**config.mk**
```make
export PLATFORM = sky130hd
export DESIGN_NAME = neuron_stream_mac_flat
export DESIGN_NICKNAME = d
export VERILOG_FILES = /design/src/rtl/neuron_pkg.sv /design/src/rtl/neuron_stream_mac_if.sv /design/src/rtl/neuron_stream_mac_lane_dot.sv /design/src/rtl/neuron_stream_mac.sv /design/src/flat_wrapper.sv
export SDC_FILE = /design/constraint.sdc
export NUM_CORES = 1
export LEC_CHECK = 0
export BUFFER_PORTS_ARGS = -buffer_cell sky130_fd_sc_hd__buf_4
export CORE_MARGIN = 4
export CORE_UTILIZATION = 60
export CTS_CLUSTER_DIAMETER = 40
export CTS_CLUSTER_SIZE = 14
export DETAILED_ROUTE_END_ITERATION = 8
export PLACE_DENSITY = 0.89
export SYNTH_ARGS = -nofsm -noshare
export SYNTH_HDL_FRONTEND = slang
export SYNTH_HIERARCHICAL = 1
export SYNTH_SLANG_ARGS = --single-unit
```
**constraint.sdc**
```tcl
create_clock -name clk -period 18.2 [get_ports clk]
set_input_delay 0.91 -clock clk [delete_from_list [all_inputs] [get_ports clk]]
set_output_delay 0.91 -clock clk [all_outputs]
set_load 0.005 [all_outputs]
```
**src/rtl/neuron_pkg.sv**
```systemverilog
// neuron_pkg
//   Shared definitions for the streaming neuron MAC: FSM state encoding,
//   derived-width helpers, configuration sanity helpers and the output
//   saturation function.
package neuron_pkg;

    typedef enum logic [1:0] {
        ACCUM = 2'd0,
        FLUSH = 2'd1,
        HOLD  = 2'd2
    } state_t;

    typedef struct packed {
        logic signed [63:0] value;
        logic               sat;
    } sat_t;

    function automatic int beats_of(input int n_inputs, input int lanes);
        return n_inputs / lanes;
    endfunction

    function automatic int lane_sum_w(input int data_w, input int lanes);
        return 2 * data_w + $clog2(lanes);
    endfunction

    function automatic int acc_w_min(input int data_w, input int n_inputs);
        return 2 * data_w + $clog2(n_inputs) + 1;
    endfunction

    function automatic bit lanes_divide(input int n_inputs, input int lanes);
        return (lanes > 0) && ((n_inputs % lanes) == 0);
    endfunction

    // value holds an in_w-bit signed quantity sign-extended to 64 bits.
    // Clamps to the out_w-bit signed range and flags whether it had to.
    function automatic sat_t saturate(input logic signed [63:0] value,
                                      input int in_w, input int out_w);
        sat_t               r;
        logic signed [63:0] hi;
        logic signed [63:0] lo;
        hi      = (64'sd1 <<< (out_w - 1)) - 64'sd1;
        lo      = -hi - 64'sd1;
        r.value = value;
        r.sat   = 1'b0;
        if (in_w > out_w) begin
            if (value > hi) begin
                r.value = hi;
                r.sat   = 1'b1;
            end else if (value < lo) begin
                r.value = lo;
                r.sat   = 1'b1;
            end
        end
        return r;
    endfunction

endpackage

```
**src/rtl/neuron_stream_mac_if.sv**
```systemverilog
// neuron_stream_mac_if
//   Beat input stream (valid/ready, x/w lanes, per-vector config) and the
//   backpressured result port of the streaming neuron MAC.
//   master: upstream fetch logic + downstream consumer side.
//   slave : the MAC itself.
interface neuron_stream_mac_if #(
    parameter int DATA_W = 8,
    parameter int LANES  = 4,
    parameter int OUT_W  = 16
);
    logic                      in_valid;
    logic                      in_ready;
    logic [LANES*DATA_W-1:0]   x_vec;
    logic [LANES*DATA_W-1:0]   w_vec;
    logic [DATA_W-1:0]         bias;
    logic [4:0]                shift;
    logic                      use_relu;
    logic                      out_valid;
    logic                      out_ready;
    logic [OUT_W-1:0]          out_data;
    logic                      out_sat;

    modport master (
        output in_valid, x_vec, w_vec, bias, shift, use_relu, out_ready,
        input  in_ready, out_valid, out_data, out_sat
    );

    modport slave (
        input  in_valid, x_vec, w_vec, bias, shift, use_relu, out_ready,
        output in_ready, out_valid, out_data, out_sat
    );
endinterface

```
**src/rtl/neuron_stream_mac_lane_dot.sv**
```systemverilog
// lane_dot
//   Combinational LANES-wide signed dot product: one full-precision
//   multiplier per lane followed by a sign-extending adder chain.
//   x_vec, w_vec : packed signed lanes, lane 0 in the LSBs
//   sum          : signed lane sum, wide enough that it cannot overflow
module lane_dot
    import neuron_pkg::*;
#(
    parameter int  DATA_W = 8,
    parameter int  LANES  = 4,
    localparam int LS_W   = lane_sum_w(DATA_W, LANES)
) (
    input  logic [LANES*DATA_W-1:0] x_vec,
    input  logic [LANES*DATA_W-1:0] w_vec,
    output logic signed [LS_W-1:0]  sum
);

    always_comb begin
        logic signed [2*DATA_W-1:0] prod;
        prod = '0;
        sum  = '0;
        for (int i = 0; i < LANES; i++) begin
            prod = $signed(x_vec[i*DATA_W +: DATA_W]) * $signed(w_vec[i*DATA_W +: DATA_W]);
            sum  = sum + LS_W'(prod);
        end
    end

endmodule

```
**src/rtl/neuron_stream_mac.sv**
```systemverilog
// neuron_stream_mac
//   Time-multiplexed neuron: accumulates an N_INPUTS dot product delivered
//   as LANES-wide beats, adds a bias, arithmetic-shifts right, saturates to
//   OUT_W and optionally applies ReLU. The result is held until accepted.
//   clk   : clock
//   reset : synchronous, active-low
//   bus   : beat input stream, per-vector config and result port
//
//   state | meaning
//   ------+---------------------------------------------------------------
//   ACCUM | accepting beats; leaves after the last beat of the vector
//   FLUSH | input closed; draining the lane-sum and accumulator stages
//   HOLD  | result presented with out_valid until out_ready handshake
module neuron_stream_mac
    import neuron_pkg::*;
#(
    parameter int DATA_W   = 8,
    parameter int LANES    = 4,
    parameter int N_INPUTS = 16,
    parameter int ACC_W    = 24,
    parameter int OUT_W    = 16
) (
    input  logic              clk,
    input  logic              reset,
    neuron_stream_mac_if.slave bus
);

    localparam int BEATS = beats_of(N_INPUTS, LANES);
    localparam int LS_W  = lane_sum_w(DATA_W, LANES);
    localparam int CNT_W = (BEATS > 1) ? $clog2(BEATS) : 1;

    if (!lanes_divide(N_INPUTS, LANES)) begin : g_bad_lanes
        $error("neuron_stream_mac: LANES must divide N_INPUTS");
    end
    if (ACC_W < acc_w_min(DATA_W, N_INPUTS) || ACC_W > 64) begin : g_bad_acc
        $error("neuron_stream_mac: ACC_W out of range for DATA_W/N_INPUTS");
    end

    state_t                   state;
    state_t                   state_nxt;
    logic [CNT_W-1:0]         beat_cnt;
    logic                     accept;
    logic                     beat_first;
    logic                     beat_last;

    logic signed [LS_W-1:0]   lane_sum;
    logic signed [LS_W-1:0]   s1_sum;
    logic                     s1_valid;
    logic                     s1_first;
    logic                     s1_last;

    logic signed [ACC_W-1:0]  acc;
    logic                     acc_done;
    logic signed [DATA_W-1:0] bias_q;
    logic [4:0]               shift_q;
    logic                     relu_q;

    logic signed [ACC_W-1:0]  shifted;
    sat_t                     sat_r;
    logic signed [63:0]       sat_val;
    logic [OUT_W-1:0]         res_data_nxt;
    logic [OUT_W-1:0]         res_data;
    logic                     res_sat;
    logic                     res_valid;

    assign accept     = bus.in_valid && reset && (state == ACCUM);
    assign beat_first = (beat_cnt == '0);
    assign beat_last  = (beat_cnt == CNT_W'(BEATS - 1));

    lane_dot #(
        .DATA_W (DATA_W),
        .LANES  (LANES)
    ) u_lane_dot (
        .x_vec (bus.x_vec),
        .w_vec (bus.w_vec),
        .sum   (lane_sum)
    );

    always_ff @(posedge clk) begin
        if (!reset) begin
            state <= ACCUM;
        end else begin
            state <= state_nxt;
        end
    end

    always_comb begin
        state_nxt     = state;
        bus.in_ready  = 1'b0;
        bus.out_valid = 1'b0;
        case (state)
            ACCUM: begin
                bus.in_ready = reset;
                if (accept && beat_last) begin
                    state_nxt = FLUSH;
                end
            end
            FLUSH: begin
                if (res_valid) begin
                    state_nxt = HOLD;
                end
            end
            HOLD: begin
                bus.out_valid = reset;
                if (bus.out_ready) begin
                    state_nxt = ACCUM;
                end
            end
            default: state_nxt = ACCUM;
        endcase
    end

    // Result path: shift, clamp, then ReLU on the clamped value so that a
    // negative overflow still reports out_sat even though the data reads 0.
    always_comb begin
        shifted      = acc >>> shift_q;
        sat_r        = saturate(64'(shifted), ACC_W, OUT_W);
        sat_val      = sat_r.value;
        res_data_nxt = sat_val[OUT_W-1:0];
        if (relu_q && (sat_val < 64'sd0)) begin
            res_data_nxt = '0;
        end
    end

    always_ff @(posedge clk) begin
        if (!reset) begin
            beat_cnt  <= '0;
            s1_valid  <= 1'b0;
            s1_first  <= 1'b0;
            s1_last   <= 1'b0;
            s1_sum    <= '0;
            acc       <= '0;
            acc_done  <= 1'b0;
            bias_q    <= '0;
            shift_q   <= '0;
            relu_q    <= 1'b0;
            res_data  <= '0;
            res_sat   <= 1'b0;
            res_valid <= 1'b0;
        end else begin
            s1_valid  <= accept;
            acc_done  <= 1'b0;
            res_valid <= 1'b0;

            if (accept) begin
                beat_cnt <= beat_last ? '0 : beat_cnt + CNT_W'(1);
                s1_sum   <= lane_sum;
                s1_first <= beat_first;
                s1_last  <= beat_last;
                if (beat_first) begin
                    bias_q  <= $signed(bus.bias);
                    shift_q <= bus.shift;
                    relu_q  <= bus.use_relu;
                end
            end

            if (s1_valid) begin
                if (s1_first) begin
                    acc <= ACC_W'(bias_q) + ACC_W'(s1_sum);
                end else begin
                    acc <= acc + ACC_W'(s1_sum);
                end
                acc_done <= s1_last;
            end

            if (acc_done) begin
                res_data  <= res_data_nxt;
                res_sat   <= sat_r.sat;
                res_valid <= 1'b1;
            end
        end
    end

    assign bus.out_data = res_data;
    assign bus.out_sat  = res_sat;

endmodule

```
**src/flat_wrapper.sv**
```systemverilog
// flat-port wrapper written by rule: the top's interface ports become plain ports
module neuron_stream_mac_flat import neuron_pkg::*;
#(
    parameter int DATA_W   = 8,
    parameter int LANES    = 4,
    parameter int N_INPUTS = 16,
    parameter int ACC_W    = 24,
    parameter int OUT_W    = 16
)
  (clk, reset, bus_in_valid, bus_x_vec, bus_w_vec, bus_bias, bus_shift, bus_use_relu, bus_out_ready, bus_in_ready, bus_out_valid, bus_out_data, bus_out_sat);
  neuron_stream_mac_if #(.DATA_W(DATA_W), .LANES(LANES), .OUT_W(OUT_W)) bus_i ();
  input  logic clk;
  input  logic reset;
  input wire logic [$bits(bus_i.in_valid)-1:0] bus_in_valid;
  input wire logic [$bits(bus_i.x_vec)-1:0] bus_x_vec;
  input wire logic [$bits(bus_i.w_vec)-1:0] bus_w_vec;
  input wire logic [$bits(bus_i.bias)-1:0] bus_bias;
  input wire logic [$bits(bus_i.shift)-1:0] bus_shift;
  input wire logic [$bits(bus_i.use_relu)-1:0] bus_use_relu;
  input wire logic [$bits(bus_i.out_ready)-1:0] bus_out_ready;
  output wire logic [$bits(bus_i.in_ready)-1:0] bus_in_ready;
  output wire logic [$bits(bus_i.out_valid)-1:0] bus_out_valid;
  output wire logic [$bits(bus_i.out_data)-1:0] bus_out_data;
  output wire logic [$bits(bus_i.out_sat)-1:0] bus_out_sat;
  assign bus_i.in_valid = bus_in_valid;
  assign bus_i.x_vec = bus_x_vec;
  assign bus_i.w_vec = bus_w_vec;
  assign bus_i.bias = bus_bias;
  assign bus_i.shift = bus_shift;
  assign bus_i.use_relu = bus_use_relu;
  assign bus_i.out_ready = bus_out_ready;
  assign bus_in_ready = bus_i.in_ready;
  assign bus_out_valid = bus_i.out_valid;
  assign bus_out_data = bus_i.out_data;
  assign bus_out_sat = bus_i.out_sat;
  neuron_stream_mac #(.DATA_W(DATA_W), .LANES(LANES), .N_INPUTS(N_INPUTS), .ACC_W(ACC_W), .OUT_W(OUT_W)) u_core (.clk(clk), .reset(reset), .bus(bus_i));
endmodule
```
; ---- Yosys cells after proc, flatten, opt, wreduce, memory -nomap -nowiden
; Index checks and enable logic that the tools add are counted.
[totals]
out_inout_bits = 19
ff_bits = 82
[classes]
muxes = 12
n_addsub = 6
eq_ne = 6
reduce_logical = 9
mul = 4
shift = 1
order_cmp = 3
[ops]
columns = op, count
row1 = 65-bit two-way mux, 2
row2 = 64-bit by 1-bit < comparator with 1-bit output (second input constant), 1
row3 = 8-bit by 8-bit multiplier with 16-bit output, 4
row4 = 24-bit by 18-bit adder with 24-bit output, 1
row5 = 24-bit by 16-bit > comparator with 1-bit output (second input constant), 1
row6 = 24-bit by 16-bit < comparator with 1-bit output (second input constant), 1
row7 = 24-bit two-way mux, 1
row8 = 24-bit by 5-bit >>> shifter with 24-bit output, 1
row9 = 8-bit by 18-bit adder with 19-bit output, 1
row10 = 17-bit by 16-bit adder with 18-bit output, 1
row11 = 18-bit by 16-bit adder with 18-bit output, 1
row12 = 16-bit by 16-bit adder with 17-bit output, 1
row13 = 16-bit two-way mux, 1
row14 = 2-bit two-way mux, 4
row15 = 2-bit case mux with 3 select lines, 1
row16 = 2-bit == test (second input constant), 2
row17 = 1-bit logical AND, 4
row18 = 2-bit logical NOT, 2
row19 = 2-bit inequality test (second input constant), 2
row20 = 2-bit AND reduction, 2
row21 = 1-bit two-way mux, 3
row22 = 3-bit AND reduction, 1
row23 = 2-bit by 1-bit adder with 2-bit output (second input constant), 1
row24 = 2-bit by 1-bit == test with 1-bit output (second input constant), 1
row25 = 2-bit by 1-bit inequality test with 1-bit output (second input constant), 1

; ---- Longest topological paths before layout
; Gate-level depths: netlist (run 1).
[depth]
ltp_word = 7
depth_mapped = 26
mapped_depth_nobuf = 25

; ---- By module
; The synthesis (run 1) kept the hierarchy.
[modules_own_cells]
columns = mod, seq_area_each_um2, area_each_um2, cells_each, instances
row1 = lane_dot, 0.0, 10908.0, 1110, 1
row2 = neuron_stream_mac, 1641.6, 6246.0, 800, 1

; ---- Worst setup path after synthesis (run 1)
; No wires, ideal clock.
[synth_timing]
kind = input to register
startpoint = in bus_w_vec[8]
endpoint = reg u_core.s1_sum[17]
t_required_ns = 18.087
setup_slack_ns = 11.036
setup_time_ns = 0.113
cell_stages = 22
n_path_buf = 0
t_arrival_ns = 7.051
cell_sequence = and2_1 inv_1 fa_1 fa_1 inv_1 fa_1 fa_1 fa_1 fa_1 fa_1 inv_1 fa_1 inv_1 ha_1 o21a_1 a2111oi_4 o21ai_2 o31ai_4 o21ai_2 xnor2_1 nand2_1 nand2_1
[synth_between]
elab_chain_cells = 4
[synth_rtl]
columns = item, line_no
row1 = start: declaration, flat_wrapper.sv:16  ; input wire logic [$bits(bus_i.w_vec)-1:0] bus_w_vec;
row2 = 8-bit by 8-bit multiplier with 16-bit output, neuron_stream_mac_lane_dot.sv:23  ; prod = $signed(x_vec[i*DATA_W +: DATA_W]) * $signed(w_vec[i*DATA_W +: DATA_W]);
row3 = 16-bit by 16-bit adder with 17-bit output, neuron_stream_mac_lane_dot.sv:24  ; sum = sum + LS_W'(prod);
row4 = 17-bit by 16-bit adder with 18-bit output, neuron_stream_mac_lane_dot.sv:24
row5 = 18-bit by 16-bit adder with 18-bit output, neuron_stream_mac_lane_dot.sv:24
row6 = named net u_core.lane_sum[17], neuron_stream_mac.sv:46  ; logic signed [LS_W-1:0] lane_sum;
row7 = end signal: assignment, neuron_stream_mac.sv:147  ; s1_sum <= lane_sum;
row8 = end: declaration, neuron_stream_mac.sv:47  ; logic signed [LS_W-1:0] s1_sum;
; The timed path passes the listed nets, and every way through them passes these cells.
; A chain may end at the register's enable or synchronous reset.

; ---- Worst setup path after layout (run 1)
[layout_timing]
startpoint = in bus_x_vec[15]
endpoint = reg u_core.s1_sum[14]
[layout_between]
elab_chain_cells = 4
[layout_rtl]
columns = item, line_no
row1 = start: declaration, flat_wrapper.sv:15  ; input wire logic [$bits(bus_i.x_vec)-1:0] bus_x_vec;
row2 = 8-bit by 8-bit multiplier with 16-bit output, neuron_stream_mac_lane_dot.sv:23
row3 = 16-bit by 16-bit adder with 17-bit output, neuron_stream_mac_lane_dot.sv:24
row4 = 17-bit by 16-bit adder with 18-bit output, neuron_stream_mac_lane_dot.sv:24
row5 = 18-bit by 16-bit adder with 18-bit output, neuron_stream_mac_lane_dot.sv:24
row6 = named net u_core.lane_sum[14], neuron_stream_mac.sv:46
; The timed path passes the listed nets, and every way through them passes these cells.

==> results.cfg, run 1 <==
[outcome]
status = completed

[critical_path]
crit_top_cell = fa_1
cp_slowest_cell = fa_1
rrSetupSlack_ns = 14.21
max_stage_delay_ns = 0.56
crit_path_cell_trace = buf_4, and2_1, fa_1, fa_1, fa_1, fa_1, fa_1, fa_1, fa_1, inv_1, fa_1, inv_1, ha_1, and3_1, a221oi_1, nand2_1, a31oi_1, a22oi_1, xor2_1, nand2_1, nand2_1
r2r_cells = 9
crit_path_end_kind = flop
cp_top_family = adder cells
arrival_ns = 7.69
start_kind = input port
worstSetupPathDepth = 21
timing.rr.end = u_core/bus.out_data[11]
r2r-start = u_core/shift_q[0]
cp_num_buf_inv = 3
crit_type = input port to flop
cp_max_fo = 8
crit_required_ns = 18.44

[flow_run]
drv_cap = 0

[cts]
cts_resized = 0
cts_setup_buffers = 0
clk_pin_slew_ns = 0.07
root_buffer = clkbuf_16
clock-sinks = 82
cts_hold_buf = 0
clockBufferDepth = 2
worstSkewPairLatency_ns = 0.36
cts_tree = built
cts_buffers = 9
htreeDepth = 3

[route]
wire_per_inst_um = 18.5
drt_iter0_drc = 971
drcViolationCount = 0
dr_total_vias = 13624
via_per_inst = 5.77
wirelength_um = 43600
drtPass1Iterations = 7
antenna_left = 0

[final_layout]
diodes = 0
syn2layout_area_growth_pct = 7.50
drive_above_1_share_pct = 7.92
nets = 2520

[logic_synthesis]
synth_top_area_share_pct = 37.3
yosysSeqAreaShare_pct = 9.57
avgSynthCellArea_sq_um = 8.98
netlist_instances = 1910
synth_edf_count = 0
ys_warn_count = 6
syn_area_sq_um = 17200
yosysTopAreaCell = fa_1
synth_common_cells = 377 x inv_1, 320 x fa_1, 221 x nand2_1, 152 x and2_1, 141 x ha_1
synth_nets = 2453
synth_ff_type = dfxtp_1
ys_top_cells_by_area = fa_1 37%, ha_1 10%, dfxtp_1 9.6%, inv_1 8.2%, and2_1 5.5%
synth_seq_cells = 82
synth_cell_types = 79
yosysMostFrequentCell = inv_1
ys_async_sr_fraction_pct = 0

[hold_path]
whs_endpoint = u_core/s1_last
min_path_cells = 2
hold_class = flop to flop
min-delay-start = u_core/s1_last

[die]
die_height_um = 177
core_sq_um = 28000
fp.dieW_um = 177
dieArea_sq_um = 31400
num_rows = 61
start_util_pct = 61.2
ios = 101

[placement]
hpwl_um = 36600
gp_congestion = 0.927
port_buffers = 100

[timing]
tightest_slew_ns = 1.09
tns_ns = 0
final-setup-viol-count = 0
finalHoldViolations = 0
fin_crit_sh_pct = 40.9
slew_viol_final = 0
rsz0062_at_grt = false
skew_ns = 0.0115
max_freq_mhz = 134
period_minus_slack_ns = 7.45
relSlewSlack_pct = 27.1

[grt]
overflow = 0
grt_pass1_vias = 14874
antenna_found_initial = 0
grt_first_pass_wirelength_um = 72900
grt_usage_pct = 28.9
grt_max_degree = 48
-- how the worst max path moves through the flow --
| stage | startpoint | slack (ns) | to |
|---|---|---|---|
| 2_1_floorplan | bus_w_vec[8] | 11.04 | u_core/s1_sum[17] |
| 3_3_place_gp | bus_x_vec[15] | 10.55 | u_core/s1_sum[17] |
| 3_5_place_dp | bus_x_vec[15] | 10.41 | u_core/s1_sum[14] |
| 4_1_cts | bus_x_vec[15] | 10.78 | u_core/s1_sum[14] |
| 5_1_grt | bus_x_vec[15] | 10.43 | u_core/s1_sum[16] |
| 6_report | bus_x_vec[15] | 10.75 | u_core/s1_sum[14] |
-- state kept, by name, indices dropped and copies added (netlist names) --
register	cells
u_core/relu_q	1
u_core/beat_cnt	2
u_core/bias_q	8
u_core/s1_valid	1
u_core/acc	24
u_core/s1_last	1
u_core/bus.out_data	16
u_core/s1_sum	18
u_core/state	2
u_core/acc_done	1
u_core/s1_first	1
u_core/res_valid	1
u_core/bus.out_sat	1
u_core/shift_q	5
-- layer usage --
layer	global-route usage (%)	vias to the layer above	share of wire (%)
li1	-	6163	-
met2	50.6	568	51
met3	5.13	172	6.2
met5	0	-	0
met4	13.4	0	5.0
met1	34.7	6721	38
-- metrics by stage --
step | instances | utilization, % | hold slack [ns] | setup WS, ns | area, sq um
finish | 2360 | 65.8 | 0.457 | 10.75 | 18400
global route | 2360 | 65.8 | 0.492 | 10.43 | 18400
CTS | 2360 | 65.8 | 0.455 | 10.78 | 18400
detailed placement | 2344 | 64.8 | 0.445 | 10.41 | 18200
global placement | 2344 | 64.8 | 0.439 | 10.55 | 18200
floorplan | 1910 | - | 0.432 | 11.04 | 17200
-- cells by family (layout without fill, tap and decap cells) --
group                    after synthesis  count (layout)  share of synthesized area [%]
buffers and inverters                429             501                           9.83
AND/OR/NAND/NOR                      563             563                           16.3
XOR/XNOR                              56              56                           2.86
flip-flops                            82              82                           9.57
multiplexers                          42              42                           2.57
AO/OA/AOI/OAI                        277             277                           11.2
adder cells (fa/ha/maj)              461             461                           47.6
-- layout by cell type (no fill, tap or decap), types with 11 or more instances in the layout --
cell type	count
nand2_1	221
nand2b_1	22
nor2b_1	21
xor2_1	16
o211ai_1	13
ha_1	141
o21a_1	11
mux2i_1	35
o21ai_0	45
o21bai_1	11
a21oi_1	81
fa_1	320
a211o_1	14
nor2_1	63
a21o_1	15
inv_1	377
dfxtp_1	82
buf_4	104
xnor2_1	40
and2_1	152
a31oi_1	16
nand3_1	34
-- cell type report --
type | instances | area [sq um]
clock inverters | 7 | 62.6
clock buffers | 9 | 225
fillers | 2069 | 9570
multi-input cells | 1399 | 13800
flip-flops and latches | 82 | 1640
well taps | 378 | 473
repair buffers | 104 | 781
inverters | 381 | 1430
-- worst register-to-register path: stages (launching register included) --
cell and delay [ns]:
dfxtp_1 0.82, inv_2 0.35, mux2i_1 0.31, a21boi_0 0.26
or4_1 0.54, o41a_1 0.39, ha_1 0.31, nand3b_1 0.44
nand2b_1 0.30, a31oi_1 0.20
Power of run 1 is not shown: default switching activity piles up to over one toggle a cycle in this logic, so the estimate is an artifact.
==> run 2: changes to the inputs <==
--- a/config.mk
+++ b/config.mk
@@ -7,11 +7,11 @@
 export LEC_CHECK = 0
 export BUFFER_PORTS_ARGS = -buffer_cell sky130_fd_sc_hd__buf_4
 export CORE_MARGIN = 4
-export CORE_UTILIZATION = 60
+export CORE_UTILIZATION = 58
 export CTS_CLUSTER_DIAMETER = 40
 export CTS_CLUSTER_SIZE = 14
 export DETAILED_ROUTE_END_ITERATION = 8
-export PLACE_DENSITY = 0.89
+export PLACE_DENSITY = 0.9
 export SYNTH_ARGS = -nofsm -noshare
 export SYNTH_HDL_FRONTEND = slang
 export SYNTH_HIERARCHICAL = 1
==> constraint.sdc (replaced) <==
create_clock -name clk -period 6.52 [get_ports clk]
set_input_delay 0.326 -clock clk [delete_from_list [all_inputs] [get_ports clk]]
set_output_delay 0.326 -clock clk [all_outputs]
set_load 0.005 [all_outputs]
==> run 2 against run 1 <==
Compared with the run above: hold slack got worse by 0.23 ns; critical path type unchanged; highest routed layer unchanged; utilization increased by 1.7 points; non-clock buffer count increased by 118; global-route usage decreased by 0.55 points; critical path depth increased by 3; worst setup slack got worse by 11 ns; via count increased by 5.1%.
==> results.cfg, run 2 (synthesis gave the netlist of run 1 again) <==
[critical_path]
timing.rr.end = u_core/bus.out_data[11]
arrival_ns = 6.80
cp_max_fo = 4
max_stage_delay_ns = 0.57
r2r_cells = 8
cp_slowest_cell = fa_1
r2r-start = u_core/shift_q[2]
rrSetupSlack_ns = 2.73
crit_path_end_kind = flop
crit_required_ns = 6.81
crit_type = input port to flop
crit_path_cell_trace = buf_4, buf_4, and2_1, fa_1, buf_4, fa_1, fa_1, inv_1, fa_1, inv_1, fa_1, fa_1, fa_1, inv_1, fa_1, inv_1, ha_1, o21ai_0, nand2b_1, o31ai_4, buf_4, xnor2_1, nand2_1, nand2_1
crit_top_cell = fa_1
start_kind = input port
worstSetupStartpoint = bus_w_vec[3]

[final_layout]
nets = 2638
drive_above_1_share_pct = 14.7
top_register = u_core/acc
syn2layout_area_growth_pct = 13.9
diodes = 0
final_cell_mix = 371 x inv_1, 308 x fa_1, 220 x buf_4, 220 x nand2_1, 150 x and2_1
final_common_cell = inv_1
largest_reg_flops = 24
final_cell_count_no_fill = 2484

[die]
ios = 101
fp.dieW_um = 180
start_util_pct = 59.3
die_height_um = 180
dieArea_sq_um = 32400
core_sq_um = 28900
num_rows = 62

[timing]
max_freq_mhz = 154
finalHoldViolations = 0
setup_ws_ns = 0.0129
slew_viol_final = 0
period_minus_slack_ns = 6.51
fin_crit_sh_pct = 99.8
relSlewSlack_pct = 44.5
skew_ns = 0.00942
final-setup-viol-count = 0
tightest_slew_ns = 0.831
whs_ns = 0.228

[hold_path]
min-delay-start = bus_bias[1]
hold_class = input port to flop
min_path_cells = 3
whs_endpoint = u_core/bias_q[1]

[cts]
cts_buffers = 9
clk_pin_slew_ns = 0.07
root_buffer = clkbuf_16
cts_tree = built
clockBufferDepth = 2
worstSkewPairLatency_ns = 0.35
htreeDepth = 3
clock-sinks = 82

[flow_run]
drv_cap = 0

[placement]
port_buffers = 100
hpwl_um = 38600
gp_congestion = 0.975
dp_slack_ns = -0.375
dp_cells = 2467

[route]
wire_per_inst_um = 18.7
antenna_left = 0
drt_iter0_drc = 1219
drtPass1Iterations = 5
via_per_inst = 5.76
drcViolationCount = 0
dr_total_vias = 14316
wirelength_um = 46400

[outcome]
status = completed

[grt]
overflow = 0
grt_usage_pct = 28.3
grt_max_degree = 48
grt_pass1_vias = 15612
antenna_found_initial = 0
grt_first_pass_wirelength_um = 76000
[run 2: cell count changes in the layout (fill, tap and decap cells not counted), sizes merged]
| cell | before | now |
|---|---|---|
| buf | 104 | 222 |
| bufinv | 0 | 2 |
| clkinv | 3 | 4 |
| clkinvlp | 3 | 0 |
[run 2: cell type report]
cell class / count / area [sq um]
Tap cell: 384 / 480
Multi-Input combinational cell: 1399 / 14000
Sequential cell: 82 / 1640
Fill cell: 2004 / 9390
Timing Repair Buffer: 222 / 1680
Clock inverter: 7 / 109
Inverter: 381 / 1430
Clock buffer: 9 / 225
[run 2: per-layer routing]
| metal | vias up | wire length [um] | track usage [%] |
|---|---|---|---|
| li1 | 6392 | - | - |
| met1 | 7049 | 16800 | 32.8 |
| met2 | 656 | 24500 | 52.6 |
| met3 | 219 | 2400 | 2.91 |
| met4 | 0 | 2730 | 13.3 |
| met5 | - | 0 | 0 |
[run 2: timing repair]
action | 4_1_cts | 5_1_grt
pin swaps | 0 | 49
hold buffers | 0 | 0
setup buffers | 0 | 1
resized for setup | 1 | 35
endpoints found under the setup margin | 2 | 6
[run 2: critical path: cells and delay by family]
| kind | cells | cell delay [ns] |
|---|---|---|
| buffers and inverters | 8 | 0.87 |
| XOR/XNOR | 1 | 0.11 |
| adder cells (fa/ha/maj) | 9 | 4.53 |
| AO/OA/AOI/OAI | 2 | 0.43 |
| AND/OR/NAND/NOR | 4 | 0.50 |
[run 2: how the worst max path moves through the flow]
stage and endpoint:
6_report u_core/s1_sum[15], 3_3_place_gp u_core/s1_sum[17], 3_5_place_dp u_core/s1_sum[14], 2_1_floorplan u_core/s1_sum[17], 4_1_cts u_core/s1_sum[15], 5_1_grt u_core/s1_sum[15]
[run 2: stage by stage]
| step | cell area, sq um | util (%) | setup TNS [ns] |
|---|---|---|---|
| floorplan | 17200 | - | 0 |
| global placement | 19100 | 65.8 | -0.735 |
| detailed placement | 19100 | 65.8 | -2.07 |
| CTS | 19400 | 67.0 | 0 |
| global route | 19500 | 67.5 | -0.299 |
| finish | 19500 | 67.5 | 0 |
Power of run 2 is left out for the same reason.
